### src/rtl/corr_peak_detector.sv
// corr_peak_detector: per-frame |x|^2 peak search over a complex AXI-Stream, one result beat per frame.
//   aclk, aresetn            clock, asynchronous active-low reset
//   S_AXIS_DATA_*            input samples {im, re}, signed, tlast marks frame end
//   M_AXIS_PEAK_*            result: [32:0] peak_mag, [42:33] peak_idx, [43] len_err, [44] detect
//   optional (CORR_THRESH_EN): peak_thresh in, detect_pulse out
module corr_peak_detector #(
  parameter int DATA_W    = 16,
  parameter int FRAME_LEN = 1024,
  parameter int IDX_W     = 10
) (
  input  logic                  aclk,
  input  logic                  aresetn,
  input  logic [2*DATA_W-1:0]   S_AXIS_DATA_tdata,
  input  logic                  S_AXIS_DATA_tvalid,
  input  logic                  S_AXIS_DATA_tlast,
  output logic                  S_AXIS_DATA_tready,
  output logic [63:0]           M_AXIS_PEAK_tdata,
  output logic                  M_AXIS_PEAK_tvalid,
  input  logic                  M_AXIS_PEAK_tready
`ifdef CORR_THRESH_EN
  ,
  input  logic [32:0]           peak_thresh,
  output logic                  detect_pulse
`endif
);
  localparam int PW = 2 * DATA_W;
  localparam int MW = PW + 1;
  localparam logic [IDX_W-1:0] LAST_IDX = IDX_W'(FRAME_LEN - 1);
  typedef enum logic [1:0] {ACCUM, DRAIN, REPORT} state_t;
  state_t              state_q, state_d;
  logic                rdy_q;
  logic [IDX_W-1:0]    cnt_q, cnt_d;
  logic                len_err_q, len_err_d;
  logic [1:0]          drain_q, drain_d;
  logic                s1_valid_q, s1_valid_d, s1_first_q, s1_first_d;
  logic [PW-1:0]       s1_re2_q, s1_re2_d, s1_im2_q, s1_im2_d;
  logic [IDX_W-1:0]    s1_idx_q, s1_idx_d;
  logic                s2_valid_q, s2_valid_d, s2_first_q, s2_first_d;
  logic [MW-1:0]       s2_mag_q, s2_mag_d;
  logic [IDX_W-1:0]    s2_idx_q, s2_idx_d;
  logic [MW-1:0]       max_q, max_d;
  logic [IDX_W-1:0]    max_idx_q, max_idx_d;
  logic                m_valid_q, m_valid_d;
  logic [63:0]         m_data_q, m_data_d;
  logic signed [DATA_W-1:0] re, im;
  logic                acc, at_end, hs, det;
  assign re = S_AXIS_DATA_tdata[DATA_W-1:0];
  assign im = S_AXIS_DATA_tdata[2*DATA_W-1:DATA_W];
  // rdy_q holds tready low until the first edge after reset release
  assign S_AXIS_DATA_tready = rdy_q && (state_q == ACCUM);
  assign M_AXIS_PEAK_tvalid = m_valid_q;
  assign M_AXIS_PEAK_tdata  = m_data_q;
  assign acc    = S_AXIS_DATA_tvalid && S_AXIS_DATA_tready;
  assign at_end = cnt_q == LAST_IDX;
  assign hs     = m_valid_q && M_AXIS_PEAK_tready;
`ifdef CORR_THRESH_EN
  assign det          = max_q >= peak_thresh;
  assign detect_pulse = hs && m_data_q[44];
`else
  assign det = 1'b0;
`endif
  always_comb begin
    s1_valid_d = acc;
    s1_first_d = cnt_q == '0;
    s1_idx_d   = cnt_q;
    s1_re2_d   = re * re;
    s1_im2_d   = im * im;
    s2_valid_d = s1_valid_q;
    s2_first_d = s1_first_q;
    s2_idx_d   = s1_idx_q;
    // both products are non-negative, so zero-extension keeps the 33-bit sum exact
    s2_mag_d   = MW'(s1_re2_q) + MW'(s1_im2_q);
    max_d      = max_q;
    max_idx_d  = max_idx_q;
    if (state_q == REPORT && hs) begin
      max_d     = '0;
      max_idx_d = '0;
    end else if (s2_valid_q && (s2_first_q || s2_mag_q > max_q)) begin
      max_d     = s2_mag_q;
      max_idx_d = s2_idx_q;
    end
  end
  always_comb begin
    state_d   = state_q;
    cnt_d     = cnt_q;
    len_err_d = len_err_q;
    drain_d   = drain_q;
    m_valid_d = m_valid_q;
    m_data_d  = m_data_q;
    unique case (state_q)
      ACCUM: if (acc) begin
        cnt_d = at_end ? cnt_q : cnt_q + 1'b1;
        if (S_AXIS_DATA_tlast || at_end) begin
          state_d   = DRAIN;
          drain_d   = '0;
          // early tlast, or a full frame without tlast
          len_err_d = len_err_q | (S_AXIS_DATA_tlast ^ at_end);
        end
      end
      DRAIN: begin
        drain_d = drain_q + 1'b1;
        // the last sample's compare lands the edge before this one
        if (drain_q == 2'd2) begin
          state_d   = REPORT;
          m_valid_d = 1'b1;
          m_data_d  = 64'({det, len_err_q, 10'(max_idx_q), max_q});
        end
      end
      REPORT: if (hs) begin
        state_d   = ACCUM;
        cnt_d     = '0;
        len_err_d = 1'b0;
        m_valid_d = 1'b0;
        m_data_d  = '0;
      end
      default: state_d = ACCUM;
    endcase
  end
  always_ff @(posedge aclk or negedge aresetn)
    if (!aresetn) begin
      state_q    <= ACCUM;
      rdy_q      <= 1'b0;
      cnt_q      <= '0;
      len_err_q  <= 1'b0;
      drain_q    <= '0;
      s1_valid_q <= 1'b0;
      s1_first_q <= 1'b0;
      s1_re2_q   <= '0;
      s1_im2_q   <= '0;
      s1_idx_q   <= '0;
      s2_valid_q <= 1'b0;
      s2_first_q <= 1'b0;
      s2_mag_q   <= '0;
      s2_idx_q   <= '0;
      max_q      <= '0;
      max_idx_q  <= '0;
      m_valid_q  <= 1'b0;
      m_data_q   <= '0;
    end else begin
      state_q    <= state_d;
      rdy_q      <= 1'b1;
      cnt_q      <= cnt_d;
      len_err_q  <= len_err_d;
      drain_q    <= drain_d;
      s1_valid_q <= s1_valid_d;
      s1_first_q <= s1_first_d;
      s1_re2_q   <= s1_re2_d;
      s1_im2_q   <= s1_im2_d;
      s1_idx_q   <= s1_idx_d;
      s2_valid_q <= s2_valid_d;
      s2_first_q <= s2_first_d;
      s2_mag_q   <= s2_mag_d;
      s2_idx_q   <= s2_idx_d;
      max_q      <= max_d;
      max_idx_q  <= max_idx_d;
      m_valid_q  <= m_valid_d;
      m_data_q   <= m_data_d;
    end
endmodule

### config.mk
export PLATFORM = sky130hd
export DESIGN_NAME = corr_peak_detector
export DESIGN_NICKNAME = d
export VERILOG_FILES = /design/src/rtl/corr_peak_detector.sv
export SDC_FILE = /design/constraint.sdc
export NUM_CORES = 1
export LEC_CHECK = 0
export BUFFER_PORTS_ARGS = -buffer_cell sky130_fd_sc_hd__buf_4
export CORE_MARGIN = 5
export CORE_UTILIZATION = 38
export DETAILED_ROUTE_END_ITERATION = 8
export PLACE_DENSITY = 0.59
export SLEW_MARGIN = 20
export SYNTH_ARGS = -nofsm -noshare
export SYNTH_HDL_FRONTEND = slang
export SYNTH_SLANG_ARGS = --single-unit
### constraint.sdc
create_clock -name aclk -period 3.3 [get_ports aclk]
set_input_delay 0.33 -clock aclk [delete_from_list [all_inputs] [get_ports aclk]]
set_output_delay 0.33 -clock aclk [all_outputs]
set_load 0.05 [all_outputs]
---- Word level (Yosys, flattened, before mapping) ----
Index checks and enable logic that the tools add are counted.
Widths: inputs -> output; s select.
storage, ports and cells
  logic and storage cells ................. 78
  register bits ........................... 245
  output and inout port bits .............. 66
  input port bits ......................... 37
cells by class
  magnitude comparators ................... 1
  add/subtract/negate cells ............... 3
  multiplexer cells ....................... 25
  $mul .................................... 2
  equal/unequal tests ..................... 9
  bitwise gates (word level) .............. 2
  reduce and logical (&&, ||, !) cells .... 18
operators by type and width
  cell                   count
  $mux 64                2
  $pmux 64 s2            1
  $mux 33                2
  $mul 16x16->32         2
  $mux 10                5
  $add 32x32->33         1
  $gt 33x33->1           1
  $pmux 10 s2            1
  $mux 2                 6
  $reduce_and 4->1       3
  $add 10x1->10 const B  1
  $eq 10x10->1 const B   1
  $logic_not 10->1       1
  $ne 2x2->1 const B     4
  $reduce_bool 2->1      4
  $pmux 2 s3             1
  $reduce_and 3->1       2
  $logic_and 1x1->1      5
  $eq 2x2->1 const B     2
  $mux 1                 4
  $pmux 1 s2             2
  $pmux 2 s2             1
  $add 2x1->2 const B    1
  $eq 2x1->1 const B     1
  5 further kinds        6

---- Longest topological paths before layout ----
Gate-level depths: netlist (run 1).
  depth after elaboration ................. 6
  gate-level depth with buffers ........... 26
  mapped depth without buffers ............ 25

---- Worst setup path before layout (run 1) ----
Ideal clock, no wire load.
  path kind ............................... input port to flip-flop
  from .................................... input port S_AXIS_DATA_tdata[31]
  to ...................................... register s1_im2_q[31]
  path slack .............................. -2,880 ps
  stages .................................. 19
  library setup time ...................... 80 ps
  arrival ................................. 6,101 ps
  data required time ...................... 3,220 ps
  buffers on the path ..................... 2
  cells stage by stage .................... clkbuf_1 > inv_1 > buf_1 > nor2_1 > fa_1 > fa_1 > fa_1 > fa_1 > fa_1 > fa_1 > ha_1 > a21o_1 > a21oi_1 > o21ai_0 > a22o_1 > a2111oi_0 > o21bai_1 > a21oi_1 > xnor2_1
on the way
  longest elaborated chain between the ends .. 1
RTL lines
  what                  line  text
  start, declared       13    input logic [2*DATA_W-1:0] S_AXIS_DATA_tdata,
  $mul 16x16->32        67    s1_im2_d = im * im;
  net s1_im2_d[31]      36    logic [PW-1:0] s1_re2_q, s1_re2_d, s1_im2_q, s1_im2_d;
  end signal, assigned  148   s1_im2_q <= s1_im2_d;
  end, declared         36
The timed path passes the listed nets, and every way through them passes these cells.
A chain may end at the register's enable or synchronous reset.

---- Worst setup path in the final report (run 1) ----
  from .................................... input port S_AXIS_DATA_tdata[3]
  to ...................................... register s1_re2_q[30]
on the way
  longest elaborated chain between the ends .. 1
RTL lines
  what                  line  text
  $mul 16x16->32        66    s1_re2_d = re * re;
  net s1_re2_d[30]      36
  end signal, assigned  147   s1_re2_q <= s1_re2_d;
  end, declared         36
The timed path passes the listed nets, and every way through them passes these cells.

==> results of run 1 <==
## through the flow
stage	util	instance area [um^2]	setup slack [ns]	cells
6_report	0.493	35300	-1.92	4307
2_1_floorplan	-	28500	-2.17	2877
5_1_grt	0.493	35300	-2.09	4307
3_5_place_dp	0.457	32700	-2.60	4213
4_1_cts	0.485	34700	-1.91	4289
3_3_place_gp	0.457	32700	-2.57	4213
## worst min-delay path, cell delays in order
cell	delay, ns
sky130_fd_sc_hd__buf_4	0.08
sky130_fd_sc_hd__a21oi_1	0.05
sky130_fd_sc_hd__nand2_1	0.06
sky130_fd_sc_hd__nand2_1	0.05
## Yosys cell counts, drive strengths merged (3+ instances only)
| master | n | area share |
|---|---|---|
| a311o | 3 | 0.0011 |
| nand4 | 16 | 0.0036 |
| or3 | 6 | 0.0014 |
| nand3 | 65 | 0.012 |
| nor2 | 105 | 0.014 |
| ha | 247 | 0.11 |
| o21a | 17 | 0.0046 |
| xor2 | 31 | 0.0099 |
| or2 | 11 | 0.0025 |
| dfrtp | 223 | 0.20 |
| nor4 | 6 | 0.0014 |
| a31o | 11 | 0.0035 |
| nand2 | 250 | 0.034 |
| mux2i | 3 | 0.0011 |
| nand2b | 16 | 0.0036 |
| a221oi | 4 | 0.0019 |
| nand3b | 3 | 0.00082 |
| a21oi | 121 | 0.023 |
| o22ai | 35 | 0.0082 |
| and3 | 10 | 0.0024 |
| buf | 32 | 0.0075 |
| fa | 469 | 0.34 |
| inv | 698 | 0.095 |
| a2111oi | 4 | 0.0020 |
| o221ai | 4 | 0.0013 |
| o21ai | 92 | 0.017 |
| nor3 | 13 | 0.0024 |
| nor2b | 16 | 0.0036 |
| and2 | 80 | 0.018 |
| o211ai | 5 | 0.0014 |
| o21bai | 11 | 0.0030 |
| a211o | 3 | 0.00096 |
| xnor2 | 82 | 0.026 |
| a21o | 45 | 0.012 |
| clkbuf | 74 | 0.010 |
| a31oi | 10 | 0.0023 |
| a211oi | 9 | 0.0025 |
## flip-flops by register name (all words and copies together), names as in the netlist, 2 cells and up
name,flops
max_idx_q,10
cnt_q,10
s1_re2_q,31
drain_q,2
s1_idx_q,10
max_q,33
s1_im2_q,31
s2_mag_q,33
M_AXIS_PEAK_tdata,44
state_q,2
s2_idx_q,10
## area by class of cell
type	instances	area, um^2
well taps	950	1190
flip-flops and latches	223	5580
repair buffers	546	4700
clock buffers	33	684
fillers	6745	36300
inverters	699	2660
clock inverters	8	86.3
multi-input cells	1848	20400
## logic make-up (layout without fill, tap and decap cells)
logic type	Yosys count	in the layout	synth area share
AOI/OAI and AO/OA	391	391	0.0904
xor gates and xnor gates	113	113	0.0360
adders and majority gates	716	716	0.454
buffers and inverters	806	1286	0.114
DFF	223	223	0.203
muxes	3	3	0.00109
other	2	21	0.000273
and+or+nand+nor	604	604	0.102
## how the worst max path moves through the flow
stage,end,slack (ns)
after global routing,s1_im2_q[31],-2.09
after floorplan,s1_re2_q[22],-2.17
final,s1_re2_q[30],-1.92
after global placement,s1_im2_q[31],-2.57
after CTS,s1_im2_q[30],-1.91
after detailed placement,s1_im2_q[31],-2.60
## metal layers
metal / part of all wire / vias to the layer above / routed length (um)
met5: 0 / - / 0
met4: 0.015 / 0 / 956
met3: 0.028 / 61 / 1730
met2: 0.52 / 277 / 32700
met1: 0.43 / 10100 / 27100
li1: - / 9717 / -
## repair_timing
item / CTS / global route
hold endpoints to repair: 86 / 0
pin swaps: 147 / 120
cloned: 2 / 1
setup endpoints to repair: 52 / 52
setup buffers: 38 / 26
resized for setup: 222 / 114
hold buffers: 1 / 0
==> results.toml, run 1 <==
[setup_path]
timing.critical_path.to_type = "flop"
critPathKind = "input port to flop"
worst-endpoint-arrival_ns = 5.64
cp_num_cells = 22
worstPathBufferInverterCount = 5
rr_endpoint = "s2_mag_q[32]"
crit_family = "adder cells"
critical_path.max_stage_delay_ns = 0.53
standard_cell_with_the_maximum_stage_delay_on_the_critical_path = "sky130_fd_sc_hd__fa_1"
critical_path.reg2reg.startpoint = "s1_re2_q[3]"
crit_path_start_kind = "input port"
critical_path.cell_chain = "buf_8, buf_6, and2_4, fa_1, inv_1, fa_1, fa_1, fa_1, inv_2, fa_1, fa_1, ha_4, a21oi_2, and2b_2, a21oi_4, o21ai_4, a221oi_4, buf_4, o41ai_4, o21ai_2, nor3_1, a311o_1"
critPathRequiredTime_ns = 3.71
critical_path.most_common_cell = "sky130_fd_sc_hd__fa_1"
startpoint = "S_AXIS_DATA_tdata[3]"
reg2reg_depth = 10
setup.reg_to_reg.worst_slack_ns = 0.41
worst-path-max-fanout = 4

[grt]
antenna_found_initial = 0
grt_use_met1 = 0.217
grtUsageMet3 = 0.0133
first_global_vias = 21900
grt_max_degree = 90
global_route.usage.met2 = 0.302
grt_util_all_layers = 0.164
grt.overflow.total = 0
gr-max-usage-layer = "met2"
grt_pass1_wl_um = 107000

[sta]
final.setup.worst_slack_ns = -1.92
drv_slew = 0
timing.hold.ws_ns = 0.107
clock-skew-final_ns = 0.0403
final.setup.tns_ns = -69.64
fin_crit_sh = 1.58
hold_viol_final = 0
timing.fmax_mhz = 191
worst_pin_slew_ns = 0.772
maxSlewHeadroom = 0.483
grt_setup_unrepaired = "yes"
period_needed_ns = 5.22
setup_viol = 51

[logic_synthesis]
postSynth.topFlopCell = "sky130_fd_sc_hd__dfrtp_1"
post_synthesis_cell_area_mm2 = 0.0275
ys_seq_area_frac = 0.203
yosys_warnings = 0
post_synth_edffs = 0
yosysUniqueCellTypes = 73
synth-async-reset-ratio = 1.00
synth-seq-cells = 223
postSynthCellCount = 2858
syn_avg_cell_area_um2 = 9.63

[cts]
clock_latency_ns = 0.53
cts_sinks = 223
cts_htree_levels = 1
clock_path_buffers = 3
cts.clk_slew.worst_paths_ns = 0.06
numCtsBuffers = 24
tritoncts = "built"
clockRootBuffer = "sky130_fd_sc_hd__clkbuf_16"

[floorplanning]
ios = 103
die-height_um = 279
floorplan.die_area_mm2 = 0.0779
core-area_mm2 = 0.0716
placement_rows = 98
initial_utilization = 0.384
die_w_um = 279

[drt]
totalWireLength_um = 62400
drtIter0Drc = 901
num_vias = 20200
routed_wire_length_per_instance_um = 14.5
drc_errors = 0
drtAntennaViolNets = 0
via_per_inst = 4.68
firstDrtPassIters = 6

[hold_path]
worst_hold_depth = 4
hold_path.startpoint = "M_AXIS_PEAK_tready"
worst_hold_path_type = "input port to flop"
hold_end = "state_q[1]"

[cells_and_area]
layout.cells.most_common_list = "sky130_fd_sc_hd__inv_1, sky130_fd_sc_hd__fa_1, sky130_fd_sc_hd__buf_4"
num_antenna_cells = 0
area_growth_syn_to_layout_pct = 28.4
post_route_cells_drive_above_1_share = 0.266
number_of_nets_in_the_finished_design = 4095
layout_commonest_cell = "sky130_fd_sc_hd__inv_1"

[place]
placement.io_buffers = 82
place.detailed.hpwl_um = 51600
globalplace.congestion = 0.825

[job]
max_cap_viol_count = 0

[outcome]
failed_checks = "setup timing"
status = "finished, violations left"
Power of run 1 is not shown: default switching activity piles up to over one toggle a cycle in this logic, so the estimate is an artifact.
==> inputs of run 2 (changes only) <==
Settings changed: GPL_TIMING_DRIVEN set to 0, RECOVER_POWER set to 100.
==> run 2 against run 1 <==
Effect of this change:
- the run still ends with setup timing left
- critical path depth up 2
- flip-flop and latch count unchanged
- first-iteration DRC count down 1.8%
==> results.toml, run 2 (synthesis gave the netlist of run 1 again) <==
[cts]
clock_path_buffers = 3
clockRootBuffer = "sky130_fd_sc_hd__clkbuf_16"
cts_sinks = 223
tritoncts = "built"
numCtsBuffers = 24
clock_latency_ns = 0.53
cts_htree_levels = 1
cts.clk_slew.worst_paths_ns = 0.05

[place]
globalplace.congestion = 0.859
place_ws_ns = -3.05
placement.io_buffers = 80
placed_cells = 3910
place.detailed.hpwl_um = 52300

[grt]
global_route.usage.met2 = 0.313
grtUsageMet3 = 0.0125
antenna_found_initial = 0
grt.overflow.total = 0
grt_max_degree = 60
gr-max-usage-layer = "met2"
grt_use_met1 = 0.225
first_global_vias = 21300
grt_util_all_layers = 0.170
grt_pass1_wl_um = 108000

[outcome]
status = "finished, violations left"
failed_checks = "setup timing"

[sta]
hold_viol_final = 0
final.setup.worst_slack_ns = -2.10
grt_setup_unrepaired = "yes"
period_needed_ns = 5.40
fin_crit_sh = 1.64
timing.fmax_mhz = 185
setup_viol = 50
worst_pin_slew_ns = 1.34
drv_slew = 0
maxSlewHeadroom = 0.105
clock-skew-final_ns = 0.0196
final.setup.tns_ns = -77.46

[cells_and_area]
post_layout_nonfiller_instances = 4110
postLayoutCoreUtil = 0.471
fillCellCount = 6898
num_antenna_cells = 0
number_of_nets_in_the_finished_design = 3901
post_route_cells_drive_above_1_share = 0.190
multi_input_logic_area_mm2 = 0.0202
area_growth_syn_to_layout_pct = 22.5
number_of_flip_flops_in_the_largest_register = 44
layout_commonest_cell = "sky130_fd_sc_hd__inv_1"
ff_latch_area_mm2 = 0.00558
layout.cells.most_common_list = "sky130_fd_sc_hd__inv_1, sky130_fd_sc_hd__fa_1, sky130_fd_sc_hd__dfrtp_1"

[setup_path]
timing.critical_path.to_type = "flop"
critPathKind = "input port to flop"
standard_cell_with_the_maximum_stage_delay_on_the_critical_path = "sky130_fd_sc_hd__fa_1"
critical_path.max_stage_delay_ns = 0.54
critical_path.cell_chain = "buf_12, clkbuf_16, nand2_4, inv_2, fa_1, inv_2, fa_1, fa_1, fa_1, inv_1, fa_1, inv_1, fa_1, inv_2, ha_4, and3_4, nand3_2, or3b_4, nand4_1, a31oi_2, a31oi_2, a31oi_2, a21oi_2, xor2_1"
worst-path-max-fanout = 7
critPathRequiredTime_ns = 3.73
critical_path.most_common_cell = "sky130_fd_sc_hd__fa_1"
crit_path_start_kind = "input port"
worst-endpoint-arrival_ns = 5.82

[drt]
drc_errors = 0
num_vias = 19800
drtIter0Drc = 885
firstDrtPassIters = 5
totalWireLength_um = 65400
via_per_inst = 4.81
routed_wire_length_per_instance_um = 15.9
drtAntennaViolNets = 0

[floorplanning]
floorplan.die_area_mm2 = 0.0779
die_w_um = 279
initial_utilization = 0.384
core-area_mm2 = 0.0716
placement_rows = 98
ios = 103
die-height_um = 279

[hold_path]
worst_hold_path_type = "input port to flop"

[job]
max_cap_viol_count = 0
## run 2: cell types whose count changed in the layout (fill, tap and decap cells not counted), moves of 9 or more
cell,delta
sky130_fd_sc_hd__buf_6,-25
sky130_fd_sc_hd__nand2_2,+9
sky130_fd_sc_hd__fa_2,+9
sky130_fd_sc_hd__clkbuf_16,+26
sky130_fd_sc_hd__fa_1,-9
sky130_fd_sc_hd__xnor2_2,-9
sky130_fd_sc_hd__nand2_1,-13
sky130_fd_sc_hd__xnor2_1,+9
sky130_fd_sc_hd__buf_4,-300
sky130_fd_sc_hd__clkbuf_1,+82
sky130_fd_sc_hd__ha_4,-9
## run 2: cell type report
cell class                 instances  share of cell area
clock inverter                     7             0.00212
buffer                           106              0.0365
timing repair buffer             246              0.0621
inverter                         699              0.0789
tap                              950              0.0353
sequential                       223               0.165
clock buffer                      31              0.0195
multi-input combinational       1848               0.600
## run 2: final timing paths
| check | startpoint | endpoint | slack, ns | cells past startpoint |
|---|---|---|---|---|
| worst max-delay path | S_AXIS_DATA_tdata[19] | s1_im2_q[30] | -2.10 | 24 |
| worst min-delay path | M_AXIS_PEAK_tready | state_q[1] | 0.07 | 4 |
| worst max register to register | s1_im2_q[9] | s2_mag_q[32] | 0.12 | 9 |
| worst min register to register | s1_idx_q[1] | s2_idx_q[1] | 0.34 | 0 |
| max in group asynchronous | aresetn | s1_im2_q[26] | 0.55 | 4 |
| min in group asynchronous | aresetn | M_AXIS_PEAK_tdata[11] | 0.64 | 2 |
## run 2: worst max-delay path: cells and delay by family
family | cells | cell delay, ns
buffers and inverters | 7 | 0.49
AO/OA/AOI/OAI | 4 | 0.67
AND/OR/NAND/NOR | 5 | 0.93
XOR/XNOR | 1 | 0.19
adder cells (fa/ha/maj) | 7 | 3.23
## run 2: layer usage
layer,routed length (um),part of all wire,vias to the layer above
met5,0,0,-
met1,27800,0.43,10100
met2,34700,0.53,290
met4,848,0.013,0
met3,2040,0.031,56
li1,-,-,9338
## run 2: what timing repair did
item	CTS	global route
endpoints found under the setup margin	50	50
hold buffers	3	0
setup buffers	121	57
gates resized for setup	220	129
hold endpoints to repair	56	0
pin swaps	105	128
## run 2: stage by stage
step                      hold slack [ns]  cell area, um^2
after floorplan                    0.0344            28500
after global placement              0.332            30300
after detailed placement            0.272            30400
after CTS                          0.0494            33200
after global routing                0.106            33700
final                              0.0736            33700
Power of run 2 is left out for the same reason.
==> inputs of run 3 (changes only) <==
Settings changed: ABC_AREA set to 1.
Clock period 3.3 ns to 6.1 ns, I/O delays scaled along.
==> run 3 against run 2 <==
Effect of this change:
- the run ends with capacitance limit, slew limit left
- hold slack improved by 0.19 ns
- clock skew increased by 0.014 ns
- die area increased by 3.8%
- first-iteration DRC count increased by 28%
- cell count increased by 6.6%
- area after synthesis increased by 4.0%
- synthesized cell count increased by 15%
- critical path depth decreased by 6
==> results.toml, run 3 <==
[setup_path]
standard_cell_with_the_maximum_stage_delay_on_the_critical_path = "sky130_fd_sc_hd__fa_2"
setup.reg_to_reg.worst_slack_ns = 3.25
crit_family = "adder cells"
critical_path.max_stage_delay_ns = 0.72
critPathRequiredTime_ns = 6.51
critical_path.reg2reg.startpoint = "cnt_q[0]"
worstPathBufferInverterCount = 5
critical_path.most_common_cell = "sky130_fd_sc_hd__fa_1"
critPathKind = "input port to flop"
worst-endpoint-arrival_ns = 6.25
critical_path.cell_chain = "clkbuf_2, buf_2, nand2_1, fa_1, inv_1, fa_2, inv_1, fa_1, fa_1, fa_1, fa_1, inv_1, ha_1, a21oi_1, nor2_1, a211oi_1, o2111ai_1, xor2_1"
reg2reg_depth = 9
crit_path_start_kind = "input port"
timing.critical_path.to_type = "flop"
worst-path-max-fanout = 10
rr_endpoint = "cnt_q[5]"

[cells_and_area]
number_of_flip_flops_in_the_largest_register = 44
num_antenna_cells = 0
layout_commonest_cell = "sky130_fd_sc_hd__inv_1"
multi_input_logic_area_mm2 = 0.0193
post_route_cells_drive_above_1_share = 0.0448
number_of_nets_in_the_finished_design = 4149
layout.cells.most_common_list = "sky130_fd_sc_hd__inv_1, sky130_fd_sc_hd__nand2_1, sky130_fd_sc_hd__fa_1"
post_layout_nonfiller_instances = 4381
ff_latch_area_mm2 = 0.00558
fillCellCount = 7630
area_growth_syn_to_layout_pct = 8.55

[cts]
clock_latency_ns = 0.54
numCtsBuffers = 25
cts_sinks = 223
tritoncts = "built"
cts_htree_levels = 1
clock_path_buffers = 3
cts.clk_slew.worst_paths_ns = 0.06
clockRootBuffer = "sky130_fd_sc_hd__clkbuf_16"

[hold_path]
hold_end = "s1_re2_q[0]"
hold_path.startpoint = "S_AXIS_DATA_tdata[0]"
worst_hold_path_type = "input port to flop"
worst_hold_depth = 1

[logic_synthesis]
yosysTopAreaCell = "sky130_fd_sc_hd__fa_1"
post-synth-top-area-fraction = 0.328
yosys_warnings = 0
postSynth.topFlopCell = "sky130_fd_sc_hd__dfrtp_1"
post_synth_edffs = 0
synth.top_cells.by_area = "sky130_fd_sc_hd__fa_1, sky130_fd_sc_hd__dfrtp_1, sky130_fd_sc_hd__inv_1"
synth-seq-cells = 223
yosysUniqueCellTypes = 48
top_count_cell_post_synth = "sky130_fd_sc_hd__inv_1"
post_synthesis_cell_area_mm2 = 0.0286
yosys-top-cells-count = "sky130_fd_sc_hd__inv_1, sky130_fd_sc_hd__nand2_1, sky130_fd_sc_hd__fa_1"
postSynthCellCount = 3291
synth-async-reset-ratio = 1.00
ys_seq_area_frac = 0.195
syn_avg_cell_area_um2 = 8.69

[sta]
clock-skew-final_ns = 0.0341
setup_viol = 0
maxSlewHeadroom = -0.910
hold_viol_final = 0
final.setup.tns_ns = 0
worst_pin_slew_ns = 2.86
timing.fmax_mhz = 171
period_needed_ns = 5.84
drv_slew = 123
fin_crit_sh = 0.957
final.setup.worst_slack_ns = 0.260
timing.hold.ws_ns = 0.263

[drt]
drc_errors = 0
routed_wire_length_per_instance_um = 15.3
drtIter0Drc = 1133
num_vias = 20900
via_per_inst = 4.77
totalWireLength_um = 67100
firstDrtPassIters = 5
drtAntennaViolNets = 0

[place]
place.detailed.hpwl_um = 57500
placed_cells = 4347
place_ws_ns = -0.912
placement.io_buffers = 66
globalplace.congestion = 0.897

[outcome]
failed_checks = "capacitance limit, slew limit"
status = "finished, violations left"

[grt]
grt_util_all_layers = 0.170
antenna_found_initial = 0
grt_max_degree = 105
grt.overflow.total = 0
grt_pass1_wl_um = 113000
first_global_vias = 22200

[floorplanning]
die-height_um = 284
initial_utilization = 0.384
ios = 103
floorplan.die_area_mm2 = 0.0809
core-area_mm2 = 0.0746
placement_rows = 100
die_w_um = 284

[job]
max_cap_viol_count = 2
run 3: cell count changes in the layout (fill, tap and decap cells not counted), sizes merged, moves of 16 or more:
cell	before	now
a21o	45	18
nand3	65	159
nor2b	16	0
xnor2	82	38
o22ai	35	0
xor2	31	84
nand2b	16	0
nand2	250	557
nor2	105	135
nand4	16	63
buf	225	52
inv	690	867
and2	80	1
run 3: worst max path at each step:
stage / startpoint / depth (start not counted) / endpoint
4_1_cts: S_AXIS_DATA_tdata[23] / 20 / s1_im2_q[23]
6_report: S_AXIS_DATA_tdata[6] / 18 / s1_re2_q[30]
5_1_grt: S_AXIS_DATA_tdata[15] / 18 / s1_re2_q[24]
3_3_place_gp: S_AXIS_DATA_tdata[5] / 18 / s1_re2_q[24]
3_5_place_dp: S_AXIS_DATA_tdata[15] / 20 / s1_re2_q[30]
2_1_floorplan: S_AXIS_DATA_tdata[31] / 19 / s1_im2_q[31]
run 3: metrics by stage:
stage / cell area (um^2) / util
final: 31100 / 0.416
after global placement: 30400 / 0.407
after global routing: 31100 / 0.416
after CTS: 31300 / 0.419
after detailed placement: 30400 / 0.408
after floorplan: 28700 / -
run 3: worst reg2reg max path: cells and delay by family, from the launching register on:
kind / cells / cell delay [ns]
and+or+nand+nor: 4 / 0.50
DFF: 1 / 0.45
buffers and inverters: 2 / 0.72
AOI/OAI and AO/OA: 2 / 0.79
adders and majority gates: 1 / 0.26
run 3: metal layers:
layer,vias up,part of all wire,wire length [um],GRT usage
met5,-,0,0,0
li1,10100,-,-,-
met2,428,0.49,33000,0.297
met1,10400,0.45,30300,0.237
met3,54,0.044,2920,0.0155
met4,0,0.012,790,0.0217
run 3: cell families after synthesis:
| logic type | share of synthesized area |
|---|---|
| compound gates | 0.0563 |
| buf+inv | 0.134 |
| xor+xnor | 0.0374 |
| other cells | 0.000263 |
| fa+ha+maj | 0.436 |
| flops | 0.195 |
| simple gates | 0.141 |
run 3: layout make-up:
type	count	area share
Clock buffer	36	0.0228
Tap cell	969	0.0390
Sequential cell	223	0.180
Clock inverter	7	0.00266
Inverter	867	0.105
Buffer	113	0.0188
Multi-Input combinational cell	2095	0.620
Timing Repair Buffer	71	0.0118
run 3: timing repair:
item	4_1_cts	5_1_grt
endpoints found under the setup margin	26	25
pin swaps	0	3
gates resized for setup	30	64
setup buffers	0	2
hold buffers	1	0
hold endpoints to repair	55	0
Power of run 3 is left out for the same reason.
